File: config.mk
export PLATFORM = sky130hd
export DESIGN_NAME = pc_sequencer
export DESIGN_NICKNAME = d
export VERILOG_FILES = /design/src/rtl/hack_pkg.sv /design/src/rtl/jump_cond.sv /design/src/rtl/pc_sequencer.sv
export SDC_FILE = /design/constraint.sdc
export NUM_CORES = 1
export LEC_CHECK = 0
export ABC_AREA = 1
export BUFFER_PORTS_ARGS = -buffer_cell sky130_fd_sc_hd__buf_2
export CORE_UTILIZATION = 40
export DETAILED_ROUTE_END_ITERATION = 7
export GPL_ROUTABILITY_DRIVEN = 0
export GPL_TIMING_DRIVEN = 0
export HOLD_SLACK_MARGIN = 0.05
export PLACE_DENSITY_LB_ADDON = 0.15
export SLEW_MARGIN = 40
export SYNTH_ARGS = -nofsm -noshare
export SYNTH_HDL_FRONTEND = slang
export SYNTH_HIERARCHICAL = 1
export SYNTH_SLANG_ARGS = --single-unit
export TNS_END_PERCENT = 50
File: constraint.sdc
create_clock -name clk -period 2.3 [get_ports clk]
set_input_delay 0.575 -clock clk [delete_from_list [all_inputs] [get_ports clk]]
set_output_delay 0.575 -clock clk [all_outputs]
set_load 0.05 [all_outputs]
File: src/rtl/hack_pkg.sv
// Shared definitions for the HACK CPU control blocks: sequencer states and
// the C-instruction fields the sequencer and future pipelined core decode.
package hack_pkg;

  typedef enum logic [1:0] {
    ST_INIT  = 2'd0,
    ST_FETCH = 2'd1,
    ST_EXEC  = 2'd2,
    ST_HALT  = 2'd3
  } state_t;

  localparam int C_BIT  = 15;
  localparam int JMP_HI = 2;
  localparam int JMP_LO = 0;

  localparam logic [2:0] JMP_ALWAYS = 3'b111;

endpackage

File: src/rtl/jump_cond.sv
// HACK jump decision: bits are {lt, eq, gt} selectors tested against the ALU flags.
module jump_cond (
  input  logic [2:0] jump,
  input  logic       zr,
  input  logic       ng,
  output logic       take
);

  assign take = (jump[2] & ng) | (jump[1] & zr) | (jump[0] & ~ng & ~zr);

endmodule

File: src/rtl/pc_sequencer.sv
// Fetch/execute controller for the HACK program counter with halt-loop
// detection and a retired-instruction count.
//
// state | meaning
// INIT  | after async reset; clears the PC counter
// FETCH | requesting instruction at PC, waiting for imem_ack
// EXEC  | instruction valid; completes on first cycle without exec_stall
// HALT  | @n; 0;JMP-to-self seen; idle until cpu_reset_req
module pc_sequencer
  import hack_pkg::*;
#(
  parameter int width     = 16,
  parameter int cnt_width = 32
) (
  input  logic                 clk,
  input  logic                 reset_n,
  input  logic                 cpu_reset_req,
  output logic                 imem_req,
  input  logic                 imem_ack,
  input  logic [width-1:0]     imem_data,
  output logic [width-1:0]     instr,
  output logic                 instr_valid,
  input  logic                 exec_stall,
  input  logic                 alu_zr,
  input  logic                 alu_ng,
  input  logic [width-1:0]     a_reg,
  input  logic [width-1:0]     pc_value,
  output logic                 pc_reset,
  output logic                 pc_load,
  output logic                 pc_inc,
  output logic                 halted,
  output logic [cnt_width-1:0] retired
);

  state_t state, state_nxt;
  logic   take;
  logic   is_c;
  logic   is_halt;
  logic   complete;
  logic   fetch_done;

  jump_cond u_jump_cond (
    .jump (instr[JMP_HI:JMP_LO]),
    .zr   (alu_zr),
    .ng   (alu_ng),
    .take (take)
  );

  assign is_c    = instr[C_BIT];
  assign is_halt = is_c && (instr[JMP_HI:JMP_LO] == JMP_ALWAYS) && (a_reg == pc_value);

  always_comb begin
    state_nxt   = state;
    imem_req    = 1'b0;
    instr_valid = 1'b0;
    halted      = 1'b0;
    pc_reset    = 1'b0;
    pc_load     = 1'b0;
    pc_inc      = 1'b0;
    complete    = 1'b0;
    fetch_done  = 1'b0;

    case (state)
      ST_INIT: begin
        pc_reset  = 1'b1;
        state_nxt = ST_FETCH;
      end
      ST_FETCH: begin
        imem_req = 1'b1;
        if (imem_ack) begin
          fetch_done = 1'b1;
          state_nxt  = ST_EXEC;
        end
      end
      ST_EXEC: begin
        instr_valid = 1'b1;
        if (!exec_stall) begin
          complete = 1'b1;
          if (is_halt) begin
            state_nxt = ST_HALT;
          end else begin
            pc_load   = is_c & take;
            pc_inc    = ~(is_c & take);
            state_nxt = ST_FETCH;
          end
        end
      end
      ST_HALT: begin
        halted = 1'b1;
      end
      default: state_nxt = ST_INIT;
    endcase

    // Reset button abandons whatever is in flight, including a same-cycle ack.
    if (cpu_reset_req) begin
      pc_reset   = 1'b1;
      pc_load    = 1'b0;
      pc_inc     = 1'b0;
      imem_req   = 1'b0;
      complete   = 1'b0;
      fetch_done = 1'b0;
      state_nxt  = ST_FETCH;
    end
  end

  always_ff @(posedge clk or negedge reset_n) begin
    if (!reset_n) begin
      state   <= ST_INIT;
      instr   <= '0;
      retired <= '0;
    end else begin
      state <= state_nxt;
      if (cpu_reset_req) begin
        instr <= '0;
      end else if (fetch_done) begin
        instr <= imem_data;
      end
      if (complete) begin
        retired <= retired + cnt_width'(1);
      end
    end
  end

endmodule
==> summary by stage, run 1 <==
Synth
After technology mapping, the gate count stands at 383. When the netlist entered floorplanning its net count stood at around 440. The most common cell in the netlist is sky130_fd_sc_hd__nand2_1. Counting flops with a built-in enable in the synthesized netlist gives 0. For this run, asynchronously set or reset flops after synthesis account for 100%. After synthesis, the netlist uses 31 different library cells. In this run, synthesis produced a sequential element count of 50. The area fraction of the dominant cell type after synthesis is 41.2%.

Counting instances in the post-synthesis netlist gives the leading cell types as sky130_fd_sc_hd__nand2_1 (102), sky130_fd_sc_hd__inv_1 (56), sky130_fd_sc_hd__dfrtp_1 (50), sky130_fd_sc_hd__nor2_1 (34), sky130_fd_sc_hd__nand3_1 (28). Sorting the synthesized cells by area gives the leading types as sky130_fd_sc_hd__dfrtp_1 (41%), sky130_fd_sc_hd__nand2_1 (13%), sky130_fd_sc_hd__inv_1 (6.9%). The commonest register cell after synthesis is sky130_fd_sc_hd__dfrtp_1.

The mean area per synthesized cell is 7.93 sq um. The fraction of the yosys area taken by sequential cells is between 40 and 50%. The post-synthesis cell area is 0.00304 sq mm. The most area-hungry cell type in the Yosys netlist is sky130_fd_sc_hd__dfrtp_1. The yosys synthesis warning count is 6.

Setup path
The most frequent cell on the critical path is sky130_fd_sc_hd__inv_1. The endpoint type of the worst setup path is a primary output. Along the worst path, the maximum fanout reaches 10. Broken down by cell family, the worst path's largest delay share belongs to buffers and inverters. At the worst endpoint, the arrival time is 1.62 ns. The critical path goes through inv_1 -> ha_2 -> inv_1 -> nor2_1 -> buf_2. The data required time at the worst endpoint is between 1.5 and 2 ns. The critical path starts at state[1]$_DFFE_PN0P_. The type of the setup path with the least slack is reg -> out. In this run the critical register-to-register path is launched from state[0]$_DFFE_PN0P_.

The worst setup path is launched from a flop. The largest single stage delay on the critical path is 0.45 ns. The critical-path cell with the highest stage delay is sky130_fd_sc_hd__dfrtp_1. The count of buffer and inverter cells on the critical path is 3.

Floorplan
The area enclosed by the die boundary is 0.00795 sq mm. From left edge to right edge, the die measures 89.2 um. The height of the die is 89.2 um.

Row generation in the floorplan step produced 31 rows. 109 I/O pins were placed. For this configuration, the core starts out at a cell density of between 40% and 50%. The core box area is ~0.0073 sq mm.

Timing
The aggregate negative setup slack is 0 ns. The worst path in the final design needs a cycle of between 2 and 2.5 ns, including I/O delays and setup. The slew at the pin closest to its max-slew limit is about 0.65 ns. Dividing the final minimum period by the clock period gives 95.3%. Measured against its own limit, the worst slew margin works out to 56.8%. The count of final hold-check violations is 0. Derived from the worst setup path, the maximum achievable clock frequency is roughly 460 MHz. The number of max-slew violations in the final report was 0. Between clock sinks in the finished design, the worst skew comes to 0.0122 ns. Setup repair after global routing left no endpoint under its margin.

The total of endpoints with negative setup slack in the final report is 0.

Clock tree
In this run the number of H-tree levels came out at 2. The CTS tree is done. The insertion delay to the later sink of the worst-skew pair is 0.30 ns. In this run the clock root is driven by a sky130_fd_sc_hd__clkbuf_8. Hold repair after CTS inserted 0 buffers. The sink count of the clock tree is 50. Counting the buffers created by CTS gives 5. After clock tree synthesis, the clock-pin slew on the worst setup and hold paths is approximately 0.1 ns.

The number of buffers between clock root and the deepest sink is 2.

Finish
The multi-input logic area is between 0.0015 and 0.002 sq mm. The number of antenna diodes in the final layout is 0. After the flow finishes, the layout carries non-filler instances totaling 598. At the end of the flow the core is filled with cells to 52.7%.

In the final layout, the share of cells above drive strength 1 is a little under a third. The layout overhead on the synthesized area is 26.6%. The net count reported at finish is 559. In the final layout, flip-flops and latches occupy ~0.0013 sq mm.

The filler cells instantiated in the layout total 730.

Global route
The first global-routing pass estimated 11500 um of wire. The total grt overflow is 0. The initial antenna violation count was 0. The number of global-route vias before repair is 2578. Entering global routing, the biggest net connects 51 pins. Global routing consumed, over all layers together, 18.4% of the routing resources.

Power and ir drop
The worst-case IR drop observed on VDD is 0.403 mV. For this design the ratio of total power to cell area is 631 mW/mm^2. The leakage power is approximately 2.1 nW. The design draws 0.00243 W.

Place
Detailed placement ended at an HPWL of 5400 um. The placed instance count is between 500 and 600. The number of buffers inserted by port buffering is ~110.

Route
The mean routed wirelength per cell is between 10 and 15 um. Detailed routing inserted a total of 2707 vias. The length of the first detailed-routing pass in iterations is 4.

The per-cell via count in the routed design is 4.53. Once detail routing completed, the nets flagged for antenna violations numbered 0. The DRC marker count from the first detailed-route iteration is 63. The number of DRC violations after detailed routing is 0. The total wire length is 6950 um.

Flow run
Max-cap violations in this run came to 0.

Outcome
The flow ran to the end, and the final reports show no timing, DRC or antenna violations.

Worst hold path
The type of the worst min-delay path is in -> async.
[what timing repair did]
item | in CTS | in global routing
gates cloned | 0 | 0
resized for setup | 6 | 2
pin swaps | 1 | 0
setup buffers | 1 | 2
setup endpoints to repair | 3 | 2
[power by group]
group / switching, W / internal (W)
sequential: 0.0000808 / 0.000961
clock: 0.000302 / 0.000248
combinational: 0.000602 / 0.000234
total: 0.000984 / 0.00144
[layout make-up]
cell class                 count  area share (%)
tap                           99            3.22
timing repair buffer         109            14.7
inverter                      58            5.99
sequential                    50            32.6
buffer                         4           0.586
multi-input combinational    270            40.4
clock inverter                 2           0.423
clock buffer                   6            2.15
[path summary, 6_finish.rpt]
path / slack (ns) / cells after the start / endpoint
worst max-delay path: 0.11 / 5 / imem_req
worst min-delay path: 0.28 / 1 / instr[14]$_DFFE_PN0P_
worst max register to register: 0.50 / 12 / retired[26]$_DFFE_PN0P_
worst min register to register: 0.46 / 1 / retired[31]$_DFFE_PN0P_
max in group asynchronous: 1.55 / 1 / instr[15]$_DFFE_PN0P_
min in group clk: 0.46 / 1 / retired[31]$_DFFE_PN0P_
[sequential cells by signal, summed over array words and instances (netlist names)]
| signal | flops |
|---|---|
| instr | 16 |
| retired | 32 |
| state | 2 |
[kinds of logic (layout without fill, tap and decap cells)]
family | after synthesis | count (layout) | share of synthesized area (%)
AOI/OAI and AO/OA | 20 | 20 | 3.42
adders and majority gates | 6 | 6 | 2.47
and+or+nand+nor | 208 | 208 | 33.9
xor gates and xnor gates | 36 | 36 | 10.6
buffers and inverters | 63 | 179 | 8.44
DFF | 50 | 50 | 41.2
[routing by layer]
metal / vias up / part of all wire [%] / global-route usage, %
met1: 1218 / 49 / 25.2
li1: 1421 / - / -
met3: 6 / 5.0 / 3.32
met5: - / 0 / 0
met4: 0 / 0.99 / 4.18
met2: 62 / 45 / 30.5
[placed cells by master, fill, tap and decap left out, types with 3 or more instances in the layout]
master	synthesis	final
sky130_fd_sc_hd__nor3_1	8	8
sky130_fd_sc_hd__nand2_1	102	102
sky130_fd_sc_hd__inv_1	56	55
sky130_fd_sc_hd__a21oi_1	8	7
sky130_fd_sc_hd__nand2_4	3	3
sky130_fd_sc_hd__xor2_1	19	19
sky130_fd_sc_hd__xnor2_1	16	16
sky130_fd_sc_hd__nor2_1	34	32
sky130_fd_sc_hd__buf_4	0	5
sky130_fd_sc_hd__buf_2	0	103
sky130_fd_sc_hd__clkbuf_8	0	6
sky130_fd_sc_hd__nor2_2	5	7
sky130_fd_sc_hd__nand3_1	28	28
sky130_fd_sc_hd__nor2_4	8	8
sky130_fd_sc_hd__o21ai_0	11	11
sky130_fd_sc_hd__ha_1	6	4
sky130_fd_sc_hd__dfrtp_1	50	49
sky130_fd_sc_hd__nand4_1	8	8
[per-stage QoR]
stage	hold slack [ns]	setup WS (ns)	instance area, sq um
floorplan	0.279	0.000285	3050
global placement	0.454	0.166	3700
detailed placement	0.458	0.151	3700
CTS	0.312	0.0955	3830
global route	0.336	0.0156	3850
finish	0.282	0.108	3850
[worst reg2reg max path: stages (launching register included)]
cell	delay, ns
sky130_fd_sc_hd__dfrtp_1	0.44
sky130_fd_sc_hd__inv_2	0.12
sky130_fd_sc_hd__ha_4	0.18
sky130_fd_sc_hd__nand2_4	0.08
sky130_fd_sc_hd__nor2_8	0.11
sky130_fd_sc_hd__buf_4	0.17
sky130_fd_sc_hd__nand4_4	0.13
sky130_fd_sc_hd__nor2_4	0.13
sky130_fd_sc_hd__nand2_2	0.09
sky130_fd_sc_hd__nor2_4	0.11
sky130_fd_sc_hd__nand2_1	0.06
sky130_fd_sc_hd__nand2_1	0.05
sky130_fd_sc_hd__nand2_1	0.04
Note: power is estimated with default switching activity, not from simulation.
==> inputs of run 2 (changes only) <==
--- a/config.mk
+++ b/config.mk
@@ -7,7 +7,9 @@
 export LEC_CHECK = 0
 export ABC_AREA = 1
 export BUFFER_PORTS_ARGS = -buffer_cell sky130_fd_sc_hd__buf_2
+export CAP_MARGIN = 5
 export CORE_UTILIZATION = 40
+export CTS_BUF_LIST = sky130_fd_sc_hd__clkbuf_4
 export DETAILED_ROUTE_END_ITERATION = 7
 export GPL_ROUTABILITY_DRIVEN = 0
 export GPL_TIMING_DRIVEN = 0
==> summary by stage, run 2 (same netlist as run 1, synthesis figures left out) <==
Outcome
Status: completed (unchanged).

Route
The number of DRC violations after detailed routing is 0 (unchanged). The via count was 2737 (was 2707). The post-detailed-route count of antenna-violating nets is 0 (unchanged).

The per-cell via count in the routed design came to 4.56 (was 4.53). The mean routed wirelength per cell is 11.7 um (was 11.6 um). The DRC marker count from the first detailed-route iteration was 64 (was 63).

The length of the first detailed-routing pass in iterations was 4 (unchanged). The total wire length is 7030 um (was 6950 um).

Clock tree
The number of buffers inserted during clock tree synthesis came to 5 (unchanged). The clock-pin slew on the worst setup and hold paths is 0.15 ns (was 0.10 ns). The CTS tree is done (unchanged). The number of buffers added to fix hold violations after cts is 0 (unchanged). The level count of the clock H-tree is 2 (unchanged). The number of buffers between clock root and the deepest sink is 2 (unchanged).

The insertion delay to the later sink of the worst-skew pair is 0.37 ns (was 0.30 ns). The sink count of the clock tree was 50 (unchanged). The clock root buffer is sky130_fd_sc_hd__clkbuf_4 (was sky130_fd_sc_hd__clkbuf_8).

Finish
The most common cell after layout, fill and taps aside is sky130_fd_sc_hd__buf_2 (unchanged). The number of flip-flops under the largest register name came to 32 (unchanged). Largest registers: retired x32, instr x16, state x2 (unchanged).

The net count reported at finish is 561 (was 559). The share of layout cells above drive strength 1 is 30.9% (was 30.5%). The final non-filler cell area is 0.00384 sq mm (was 0.00385 sq mm).

The layout overhead on the synthesized area is 26.4% (was 26.6%). Highest-count cells in the layout ignoring fill and taps: sky130_fd_sc_hd__buf_2 (102), sky130_fd_sc_hd__nand2_1 (101), sky130_fd_sc_hd__inv_1 (55) (was sky130_fd_sc_hd__buf_2 (103), sky130_fd_sc_hd__nand2_1 (102), sky130_fd_sc_hd__inv_1 (55)). The register with the most flip-flops is retired (unchanged). The count of antenna diodes in the layout is 0 (unchanged).

Power and ir drop
The total power divided by cell area came to 607 mW/mm^2 (was 631 mW/mm^2). The proportion of power drawn by the clock network is 17.5% (was 22.7%). The cell internal power dissipation was 0.00135 W (was 0.00144 W). The post-layout total power came to 0.00233 W (was 0.00243 W).

The fraction of power consumed by sequential logic is 44.5% (was 42.9%). The switching power was 0.000984 W (about the same). The combinational cell fraction of total power is 38.0% (was 34.4%). The switching share of power is 42.2% (was 40.5%).

The leakage power is 2.13 nW (was 2.14 nW). The maximum vdd ir drop is 0.549 mV (was 0.403 mV).

Setup path
The data required time at the worst endpoint came to 1.73 ns (about the same). The kind of start point of the critical path is a flop (unchanged). The startpoint of the worst register-to-register path is state[0]$_DFFE_PN0P_ (unchanged). The type of the setup path with the least slack is reg -> out (unchanged). The reg2reg setup slack is 0.52 ns (was 0.50 ns). The source of the critical timing path is state[0]$_DFFE_PN0P_ (was state[1]$_DFFE_PN0P_). The data arrival time of the critical path is 1.62 ns (about the same).

The endpoint type of the worst setup path is a primary output (unchanged). The end of the worst register-to-register path is retired[26]$_DFFE_PN0P_ (unchanged). The cell count of the worst reg-to-reg path is 12 (unchanged). The largest fanout on the critical path is 4 (was 10).

Floorplan
The starting density of the core was 41.7% (unchanged). The count of pins on the block boundary came to 109 (unchanged). The area enclosed by the die boundary is 0.00795 sq mm (unchanged).

The chip width is 89.2 um (unchanged). The core box area is 0.00729 sq mm (unchanged). The height of the die came to 89.2 um (unchanged).

The number of core rows is 31 (unchanged).

Flow run
The number of maximum-capacitance constraint violations was 0 (unchanged).

Timing
The clock period minus worst slack was 2.19 ns (about the same). The worst-case headroom to the max-slew limit is 56.8% (about the same). The number of max-slew violations in the final report is 0 (unchanged).

The post-route clock skew came to 0.0175 ns (was 0.0122 ns). The final worst hold slack is 0.207 ns (was 0.282 ns). The total of endpoints with negative setup slack in the final report is 0 (unchanged). The achievable clock frequency is 456 MHz (about the same).

The slew at the pin closest to its max-slew limit is 0.648 ns (was 0.649 ns). The aggregate negative setup slack is 0 ns (unchanged). The final worst-path cycle share is 95.4% (was 95.3%). The count of final hold-check violations is 0 (unchanged).

Global route
The wire length of the first global-routing pass was 11500 um (about the same). The largest net degree at the start of global routing is 51 (unchanged). The total grt overflow is 0 (unchanged). The number of global-route vias before repair is 2589 (was 2578).

The global-route usage over all layers is 18.6% (was 18.4%). The initial antenna violation count came to 0 (unchanged).

Place
The placed wire-length estimate after detailed placement was 5400 um (unchanged). The number of buffers inserted by port buffering is 106 (unchanged). The area of placed instances came to 0.00370 sq mm (unchanged).

Worst hold path
The type of the worst min-delay path was in -> async (unchanged).
==> run 2: cell count changes in the layout (fill, tap and decap cells not counted), sizes merged <==
| cell | before | now |
|---|---|---|
| buf | 111 | 112 |
| clkinv | 1 | 2 |
==> run 2: cell type report <==
type                       instances  area [sq um]
fill                             729          3450
multi-input combinational        270          1570
sequential                        50          1250
timing repair buffer             111           586
inverter                          58           230
tap                               99           124
clock buffer                       5          37.5
buffer                             4          22.5
clock inverter                     3          20.0
==> run 2: power by group through the flow <==
stage,clock [W],sequential (W),combinational (W)
CTS,0.000436,0.00104,0.000858
global route,0.000465,0.00105,0.000966
floorplan,0,0.00129,0.000353
finish,0.000408,0.00104,0.000885
global placement,0,0.00105,0.000809
detailed placement,0,0.00105,0.000821
==> run 2: critical path: stages (launching register included) <==
cell and delay (ns):
sky130_fd_sc_hd__dfrtp_1 0.43, sky130_fd_sc_hd__inv_2 0.11, sky130_fd_sc_hd__ha_4 0.18, sky130_fd_sc_hd__nand2_4 0.08, sky130_fd_sc_hd__nor2_8 0.11, sky130_fd_sc_hd__nand2_2 0.07
sky130_fd_sc_hd__a21oi_2 0.12, sky130_fd_sc_hd__buf_6 0.17
==> run 2: worst max-delay path by stage <==
stage | endpoint | slack, ns | cells after the start
after global routing | pc_inc | -0.003 | 8
after global placement | pc_inc | 0.17 | 7
after floorplan | pc_inc | 0.0003 | 6
final | pc_inc | 0.11 | 7
after CTS | pc_inc | -0.02 | 7
after detailed placement | pc_inc | 0.15 | 10
==> run 2: per-layer routing <==
metal	up-vias	track usage [%]	part of all wire, %
met3	7	3.32	5.2
met1	1234	25.2	48
li1	1430	-	-
met4	0	5.05	1.2
met2	66	30.7	46
met5	-	0	0
==> run 2: metrics by stage <==
stage	util, %	setup WS, ns	std cells
2_1_floorplan	-	0.000285	383
3_3_place_gp	50.8	0.166	588
3_5_place_dp	50.8	0.151	588
4_1_cts	52.1	-0.0230	597
5_1_grt	52.7	-0.00273	600
6_report	52.7	0.106	600
==> run 2: what timing repair did <==
item / CTS / global route
gates cloned: 0 / 0
pin swaps: 0 / 2
setup endpoints to repair: 3 / 3
gates resized for setup: 8 / 5
buffers inserted: 2 / 3
==> inputs of run 3 (changes only) <==
--- a/config.mk
+++ b/config.mk
@@ -8,7 +8,9 @@
 export ABC_AREA = 1
 export BUFFER_PORTS_ARGS = -buffer_cell sky130_fd_sc_hd__buf_2
 export CAP_MARGIN = 5
-export CORE_UTILIZATION = 40
+export CELL_PAD_IN_SITES_DETAIL_PLACEMENT = 0
+export CELL_PAD_IN_SITES_GLOBAL_PLACEMENT = 2
+export CORE_UTILIZATION = 28
 export CTS_BUF_LIST = sky130_fd_sc_hd__clkbuf_4
 export DETAILED_ROUTE_END_ITERATION = 7
 export GPL_ROUTABILITY_DRIVEN = 0
==> summary by stage, run 3 (same netlist as run 1, synthesis figures left out) <==
Outcome
Status: completed (unchanged).

Route
The mean routed wirelength per cell is 12.2 um (was 11.7 um). The post-detailed-route count of antenna-violating nets is 0 (unchanged). The number of DRC violations after detailed routing was 0 (unchanged). The via count was 2712 (was 2737). The per-cell via count in the routed design was 4.27 (was 4.56). The DRC marker count from the first detailed-route iteration is 116 (was 64). The length of the first detailed-routing pass in iterations is 4 (unchanged).

The total wire length was 7760 um (was 7030 um).

Global route
The largest net degree at the start of global routing is 51 (unchanged). The number of global-route vias before repair is 2639 (was 2589). The met1 track demand over resource is 20.2% (was 25.2%).

The total grt overflow is 0 (unchanged). The global routing met2 resource utilization came to 22.5% (was 30.7%). The initial antenna violation count is 0 (unchanged). The global routing's busiest layer is met2 (unchanged).

The met3 usage in global routing is 2.33% (was 3.32%). The wire length of the first global-routing pass is 12800 um (was 11500 um). The global-route usage over all layers is 14.2% (was 18.6%).

Finish
The most common cell after layout, fill and taps aside is sky130_fd_sc_hd__buf_2 (unchanged). Largest registers: retired x32, instr x16, state x2 (unchanged). The register with the most flip-flops is retired (unchanged). The share of layout cells above drive strength 1 was 30.7% (was 30.9%). The net count reported at finish is 559 (was 561). The number of flip-flops under the largest register name was 32 (unchanged). The post-layout instance count excluding filler cells is 635 (was 600). Highest-count cells in the layout ignoring fill and taps: sky130_fd_sc_hd__buf_2 (102), sky130_fd_sc_hd__nand2_1 (101), sky130_fd_sc_hd__inv_1 (55) (unchanged). The count of antenna diodes in the layout is 0 (unchanged). The fill cell total of the finished layout is 1137 (was 729).

The layout overhead on the synthesized area is 28.7% (was 26.4%).

Setup path
The data arrival time of the critical path is 1.64 ns (was 1.62 ns). The kind of start point of the critical path is a flop (unchanged). The largest fanout on the critical path is 4 (unchanged). The cell count of the worst reg-to-reg path was 12 (unchanged). The reg2reg setup slack is 0.49 ns (was 0.52 ns).

The endpoint type of the worst setup path was a primary output (unchanged). The type of the setup path with the least slack is reg -> out (unchanged). The data required time at the worst endpoint came to 1.73 ns (about the same).

Clock tree
The clock root buffer is sky130_fd_sc_hd__clkbuf_4 (unchanged). The CTS tree is done (unchanged). The level count of the clock H-tree is 2 (unchanged). The sink count of the clock tree is 50 (unchanged). The number of buffers inserted during clock tree synthesis is 5 (unchanged). The number of buffers between clock root and the deepest sink came to 2 (unchanged).

The clock-pin slew on the worst setup and hold paths is 0.15 ns (about the same). The insertion delay to the later sink of the worst-skew pair came to 0.36 ns (was 0.37 ns).

Timing
The post-route clock skew is 0.0193 ns (was 0.0175 ns). The slew at the pin closest to its max-slew limit is 0.649 ns (was 0.648 ns). The clock period minus worst slack is 2.22 ns (was 2.19 ns). The number of max-slew violations in the final report came to 0 (unchanged). The total of endpoints with negative setup slack in the final report came to 0 (unchanged). The final worst-path cycle share is 96.4% (was 95.4%). The count of final hold-check violations was 0 (unchanged). The minimum setup slack in the final design is 0.0824 ns (was 0.106 ns).

The aggregate negative setup slack came to 0 ns (unchanged). Setup repair after global routing could not meet its margin everywhere. The final worst hold slack is 0.212 ns (was 0.207 ns). The achievable clock frequency came to 451 MHz (was 456 MHz). The worst-case headroom to the max-slew limit was 56.7% (was 56.8%).

Floorplan
The count of pins on the block boundary is 109 (unchanged). The starting density of the core came to 29.2% (was 41.7%). The chip width is 106 um (was 89.2 um). The area enclosed by the die boundary is 0.0113 sq mm (was 0.00795 sq mm). The number of core rows came to 37 (was 31).

The height of the die is 106 um (was 89.2 um). The core box area was 0.0104 sq mm (was 0.00729 sq mm).

Place
The placed instance count is 625 (was 588). The placement-stage worst setup slack came to 0.112 ns (was 0.151 ns). The placed wire-length estimate after detailed placement was 6090 um (was 5400 um). The number of buffers inserted by port buffering is 106 (unchanged).

Power and ir drop
The total power divided by cell area is 651 mW/mm^2 (was 607 mW/mm^2). The maximum vdd ir drop is 0.365 mV (was 0.549 mV). The leakage power came to 2.15 nW (was 2.13 nW).

Flow run
The number of maximum-capacitance constraint violations was 0 (unchanged).

Worst hold path
The type of the worst min-delay path is in -> async (unchanged).
run 3: through the flow:
| stage | area, sq um | util (%) | total power, W |
|---|---|---|---|
| finish | 3910 | 37.5 | 0.00254 |
| global placement | 3750 | 36.0 | 0.00188 |
| global route | 3910 | 37.5 | 0.00270 |
| CTS | 3900 | 37.4 | 0.00257 |
| detailed placement | 3750 | 36.0 | 0.00189 |
| floorplan | 3050 | - | 0.00164 |
run 3: report_power, final:
group | total (W) | leakage, nW | internal (W) | switching [W]
Sequential | 0.00104 | 0.658 | 0.000962 | 0.0000757
Clock | 0.000625 | 0.0528 | 0.000335 | 0.000290
Combinational | 0.000882 | 1.44 | 0.000260 | 0.000622
Total | 0.00254 | 2.15 | 0.00156 | 0.000987
run 3: worst max-delay path, cell delays in order, from the launching register on:
cell,delay [ns]
sky130_fd_sc_hd__dfrtp_1,0.43
sky130_fd_sc_hd__inv_2,0.10
sky130_fd_sc_hd__ha_4,0.18
sky130_fd_sc_hd__nand2_4,0.08
sky130_fd_sc_hd__nor2_8,0.11
sky130_fd_sc_hd__nand2_2,0.08
sky130_fd_sc_hd__a21oi_2,0.10
sky130_fd_sc_hd__buf_4,0.20
run 3: final timing paths:
| kind | startpoint | end |
|---|---|---|
| worst min-delay path | reset_n | instr[13]$_DFFE_PN0P_ |
| max in group asynchronous | reset_n | state[1]$_DFFE_PN0P_ |
| worst max-delay path | state[0]$_DFFE_PN0P_ | pc_inc |
| worst min register to register | retired[31]$_DFFE_PN0P_ | retired[31]$_DFFE_PN0P_ |
| worst max register to register | state[0]$_DFFE_PN0P_ | retired[26]$_DFFE_PN0P_ |
| min in group clk | cpu_reset_req | instr[2]$_DFFE_PN0P_ |
run 3: cell type report:
cell class | count | area [sq um] | share of cell area, %
clock buffer | 5 | 37.5 | 0.960
sequential | 50 | 1250 | 32.1
tap | 136 | 170 | 4.35
buffer | 4 | 22.5 | 0.576
timing repair buffer | 109 | 567 | 14.5
clock inverter | 3 | 63.8 | 1.63
multi-input combinational | 270 | 1570 | 40.1
inverter | 58 | 230 | 5.89
run 3: routing by layer:
metal,routed length [um],vias up
met5,0,-
li1,-,1423
met1,3890,1234
met4,40,0
met2,3520,53
met3,305,2
run 3: repair_timing:
| action | CTS | global route |
|---|---|---|
| pin swaps | 1 | 2 |
| endpoints found under the setup margin | 3 | 3 |
| resized for setup | 9 | 3 |
| endpoints found under the hold margin | 0 | 0 |
| hold buffers | 0 | 0 |
| setup buffers | 3 | 0 |
